$ cat src/rtl/reg_file_pkg.sv
// Shared constants and types for the general-purpose register file,
// reused by the decode and write-back stages.
package reg_file_pkg;

    localparam int DATA_W   = 32;
    localparam int ADDR_W   = 5;
    localparam int NUM_REGS = 32;

    typedef logic [ADDR_W-1:0] reg_addr_t;
    typedef logic [DATA_W-1:0] reg_data_t;
    typedef logic [NUM_REGS-1:0][DATA_W-1:0] reg_array_t;

endpackage

$ cat src/rtl/reg_file_read_port.sv
// One combinational NUM_REGS:1 read mux of the register file.
// Optional macro ZERO_REG_EN forces reads of register 0 to return zero.
module reg_file_read_port
    import reg_file_pkg::*;
(
    input  reg_array_t regs,
    input  reg_addr_t  addr,
    output reg_data_t  data
);

    always_comb begin
`ifdef ZERO_REG_EN
        if (addr == '0) begin
            data = '0;
        end else begin
            data = regs[addr];
        end
`else
        data = regs[addr];
`endif
    end

endmodule

$ cat src/rtl/reg_file_2r1w.sv
// 32x32 register file: two combinational read ports, one synchronous write port.
// Optional macro ZERO_REG_EN hardwires register 0 to zero.
module reg_file_2r1w
    import reg_file_pkg::*;
(
    input  logic              clock,
    input  logic              reset,
    input  logic [ADDR_W-1:0] read_reg_num1,
    input  logic [ADDR_W-1:0] read_reg_num2,
    input  logic [ADDR_W-1:0] write_reg,
    input  logic [DATA_W-1:0] write_data,
    output logic [DATA_W-1:0] read_data1,
    output logic [DATA_W-1:0] read_data2,
    input  logic              regwrite
);

    if (NUM_REGS != 2**ADDR_W) begin : g_size_check
        $error("reg_file_2r1w: NUM_REGS must equal 2**ADDR_W");
    end

    reg_array_t          regs;
    logic [NUM_REGS-1:0] write_sel;

    always_comb begin
        write_sel = '0;
        if (regwrite) begin
            write_sel[write_reg] = 1'b1;
        end
    end

    for (genvar i = 0; i < NUM_REGS; i++) begin : g_reg
`ifdef ZERO_REG_EN
        if (i == 0) begin : g_zero
            assign regs[i] = '0;
        end else begin : g_flop
`else
        begin : g_flop
`endif
            // Async clear dominates any write, including one coincident with an edge.
            always_ff @(posedge clock or negedge reset) begin
                if (!reset) begin
                    regs[i] <= '0;
                end else if (write_sel[i]) begin
                    regs[i] <= write_data;
                end
            end
        end
    end

    reg_file_read_port u_read_port1 (
        .regs (regs),
        .addr (read_reg_num1),
        .data (read_data1)
    );

    reg_file_read_port u_read_port2 (
        .regs (regs),
        .addr (read_reg_num2),
        .data (read_data2)
    );

endmodule

$ cat config.mk
export PLATFORM = sky130hd
export DESIGN_NAME = reg_file_2r1w
export DESIGN_NICKNAME = d
export VERILOG_FILES = /design/src/rtl/reg_file_pkg.sv /design/src/rtl/reg_file_read_port.sv /design/src/rtl/reg_file_2r1w.sv
export SDC_FILE = /design/constraint.sdc
export NUM_CORES = 2
export LEC_CHECK = 0
export BUFFER_PORTS_ARGS = -buffer_cell sky130_fd_sc_hd__buf_2
export CAP_MARGIN = 20
export CORE_MARGIN = 4
export CORE_UTILIZATION = 35
export DETAILED_ROUTE_END_ITERATION = 8
export GPL_ROUTABILITY_DRIVEN = 0
export GPL_TIMING_DRIVEN = 0
export SETUP_SLACK_MARGIN = 0.3
export SLEW_MARGIN = 20
export SYNTH_ARGS = -nofsm -noshare
export SYNTH_HDL_FRONTEND = slang
export SYNTH_SLANG_ARGS = --single-unit
$ cat constraint.sdc
create_clock -name clock -period 1.85 [get_ports clock]
set_input_delay 0.2775 -clock clock [delete_from_list [all_inputs] [get_ports clock]]
set_output_delay 0.2775 -clock clock [all_outputs]
set_load 0.02 [all_outputs]
; After elaboration in Yosys (flattened, before gate mapping)
; Index checks and enable logic that the tools add are counted.
[word_totals]
elab_cells = 44
ff_bits = 1024
out_inout_bits = 64
inputBits = 50
[op_classes]
order_cmp = 4
reduce_logical = 1
mux = 7
[op_table]
columns = op, count
row1 = $bmux W32 S5, 2
row2 = $mux W32, 3
row3 = $lt A5 B6 Y1 const B, 3
row4 = $demux W1 S5, 1
row5 = $ge A5 B1 Y1 const B, 1
row6 = $logic_and A1 B1 Y1, 1
row7 = $mux W1, 1

; Longest topological paths before layout
[logic_depth]
depth_word = 5
depth_mapped = 8
mapped_depth_nobuf = 5

; Cells and area by module
; From an unflattened synthesis, not the netlist that was laid out.
[unflattened]
cells_unflattened = 4607
hier_area_um2 = 56108.8
[by_module_without_submodules]
columns = module, cells_per_inst, seq_area_each_um2, n_inst, area_each_um2
row1 = reg_file_2r1w, 2291, 25624.6, 1, 38334.3
row2 = reg_file_read_port, 1158, 0.0, 2, 8887.3

; Least setup slack after synthesis
; OpenSTA, ideal clock, no wires.
[synth_timing]
kind = in2out
startpoint = in read_reg_num2[1]
endpoint = out read_data2[10]
cell_stages = 7
setup_slack_ns = -0.013
n_path_buf = 3
t_arrival_ns = 1.585
required_ns = 1.572
cell_sequence = buf_2 buf_2 buf_2 mux2i_1 a22oi_1 a31oi_1 nand3_1
[synth_between]
elab_chain_len = 2
[synth_rtl]
columns = element, line
row1 = from (decl), reg_file_2r1w.sv:9  ; input logic [ADDR_W-1:0] read_reg_num2,
row2 = $bmux W32 S5, reg_file_read_port.sv:19  ; data = regs[addr];
row3 = $mux W32 (not written as such), reg_file_read_port.sv:19
row4 = to (decl), reg_file_2r1w.sv:13  ; output logic [DATA_W-1:0] read_data2,
; No other way between the ends. The select of a mux whose other input is x is not followed.

; Worst setup path after layout
[layout_timing]
startpoint = reg regs[253] in the netlist's numbering
endpoint = out read_data1[29]
[layout_between]
elab_chain_len = 2
[layout_rtl]
columns = element, line
row1 = from (decl), reg_file_2r1w.sv:21  ; reg_array_t regs;
row2 = "from (signal, indexed assignment)", reg_file_2r1w.sv:44  ; regs[i] <= write_data;
row3 = $bmux W32 S5, reg_file_read_port.sv:19
row4 = $mux W32 (not written as such), reg_file_read_port.sv:19
row5 = to (decl), reg_file_2r1w.sv:12  ; output logic [DATA_W-1:0] read_data1,
; No other way between the ends. The select of a mux whose other input is x is not followed.

==> metrics.csv <==
metric,value,unit
status,"complete, but fails checks",
failing checks,"hold timing, setup timing",
Clock Skew,0,ns
Avg Inst Size Synth,12.1,sq um
Crit path arrival time,2.29,ns
row count,146,
layout cells sized above 1,37.4,%
Synth-to-Final Area Change,20.2,%
CTS sink count,1024,
Slew headroom,29.7,%
fin cells,7061,
Top reg by flops,regs,
Critical Path RT,1.57,ns
Clock Tree Buf Depth,3,
Largest regs,regs (1024),
Total GRT Usage,24.5,%
maximum clock rate,390,MHz
FF-to-FF End,regs[216],
Pwr Density,1050,nW/um^2
CP max FO,3,
CP endpoint kind,output port,
CP Launch Type,flip-flop,
worst-margin pin slew,1.06,ns
post-cts hold buffer count,32,
CORE AREA,158000,sq um
r2r setup slk,0.83,ns
vias in the first global route,41181,
critical path class,reg2out,
CTS tree,built,
maximum VDD drop,0.000815,V
Worst Hold Class,in2async,
chip width,407,microns
TNS Setup,-37.60,ns
final worst path period share,139,%
Synth Net Count,4655,
clk root buf,clkbuf_16,
slowest stage cell on the critical path,dfrtp_1,
DPL Wire Length,160000,microns
sequential area share after synthesis,45.9,%
Vias/cell,5.76,
Hold Fails Final Rpt,156,
unrepaired setup endpoints after global routing,true,
max reg flops,1024,
first-pass GRT wire length,298000,microns
final-report setup violation count,64,
clock period minus worst slack,2.56,ns
number of port buffers,111,
H-tree depth,3,
Worst-Skew Late Latency,0.73,ns
largest net degree at the start of global routing,135,
initial drt markers,3680,
Yosys reg bits,1024,
TritonCTS buffer count,113,
CTS clock-pin slew for the worst setup and hold paths,0.06,ns
synthesized area,55800,sq um
Worst Hold Slack,-0.497,ns
Routed WL,210000,microns
1st-pass router iterations,6,
Crit path max-delay family,compound AO/OA/AOI/OAI gates,
Max-Cap Viols,0,
Avg WL per Cell,29.7,microns
Layout fillers,14637,
initial antenna violation count,24,
max-slew violations,0,
CP cell instances,mux2i_1 -> a22o_1 -> nor3_4 -> a31oi_4 -> nand3_2 -> buf_6,
most frequent cells in the layout,"mux2i_1, dfrtp_1, mux2_2",
Syn Inst Count,4605,
Ports,114,
reg2reg start,regs[216],
Post-DRT Antenna Nets,0,
CP peak stage delay,0.39,ns
Die Span Y,407,microns
DRC Markers,0,
count of cell types in the netlist,27,
"Warnings, synthesis",0,
CP bufs+invs,1,
fin util,42.4,%
"Remaining Overflow, GRT",0,
Starting Density,35.2,%
P_leak,31.1,nW
crit path launch,regs[253],
Die Footprint,166000,sq um
R2R cell count,3,
worst setup slack after layout,-0.713,ns
DR vias,40651,
placed cells,6796,
Final nets,4929,
worst max path at each step:
stage | endpoint | depth (start not counted) | slack, ns
floorplan | read_data2[13] | 8 | 0.20
global placement | regs[783] | 1 | -22.54
detailed placement | read_data1[23] | 8 | -1.83
CTS | read_data1[27] | 6 | -0.69
global route | read_data2[31] | 6 | -0.81
finish | read_data1[29] | 6 | -0.71
logic make-up after synthesis:
group           synth area share (%)
compound gates                  7.03
buf+inv                         3.81
flops                           45.9
mux                             39.0
simple gates                    4.24
power by group:
| part | internal [mW] | switching (mW) | leakage (nW) |
|---|---|---|---|
| sequential | 26.8 | 3.38 | 13.1 |
| combinational | 7.55 | 7.98 | 16.1 |
| clock | 14.9 | 9.83 | 1.99 |
what timing repair did:
item	in CTS	in global routing
resized for setup	501	59
setup endpoints to repair	283	134
endpoints found under the hold margin	172	108
pin swaps	114	75
cloned	1	0
buffers inserted	3	4
routing by layer:
layer  up-vias  wire length, microns  global-route usage, %
met2      1516                 96000                   39.1
li1      17608                     -                      -
met4         8                 13300                   13.7
met5         -                    58                      0
met1     20985                 87500                   31.6
met3       534                 13000                   4.30
Yosys cell counts (all sizes together):
| master | instances | area (sq um) |
|---|---|---|
| dfrtp | 1024 | 25600 |
| mux2 | 1024 | 11500 |
| mux2i | 1024 | 10200 |
| buf | 251 | 1400 |
| nand2 | 211 | 792 |
| nand3 | 194 | 971 |
| clkbuf | 193 | 724 |
| a21oi | 192 | 961 |
| a22oi | 192 | 1440 |
| a22o | 128 | 1120 |
| nor3 | 65 | 325 |
| a31oi | 64 | 400 |
| nor2 | 19 | 111 |
| nand2b | 4 | 25.0 |
| nand3b | 4 | 30.0 |
| nor2b | 4 | 25.0 |
| nor3b | 4 | 30.0 |
| or2 | 3 | 18.8 |
| and2 | 2 | 12.5 |
| and3 | 1 | 6.26 |
| and3b | 1 | 8.76 |
| or3b | 1 | 11.3 |
layout make-up:
cell class / count / area, sq um / area share, %
clock inverters: 46 / 681 / 1.01
clock buffers: 166 / 3370 / 5.03
well taps: 2072 / 2590 / 3.86
multi-input cells: 3137 / 30200 / 45.1
plain buffers: 444 / 2960 / 4.41
flip-flops and latches: 1024 / 25600 / 38.2
diodes: 13 / 32.5 / 0.0485
repair buffers: 159 / 1580 / 2.35
through the flow:
step / setup WS [ns] / instance area (sq um) / hold WS, ns / power (mW)
2_1_floorplan: 0.197 / 56700 / -0.0181 / 39.5
3_3_place_gp: -22.54 / 59800 / 0.489 / 43.8
3_5_place_dp: -1.83 / 60100 / 0.319 / 44.4
4_1_cts: -0.690 / 66800 / -0.463 / 70.4
5_1_grt: -0.813 / 67100 / -0.441 / 73.2
6_report: -0.713 / 67100 / -0.497 / 70.5
worst register-to-register path, cell delays in order (launching register included):
cell and delay [ns]:
dfrtp_1 0.40, buf_4 0.14, buf_4 0.12, mux2_2 0.26
(Power assumes the default switching activity.)
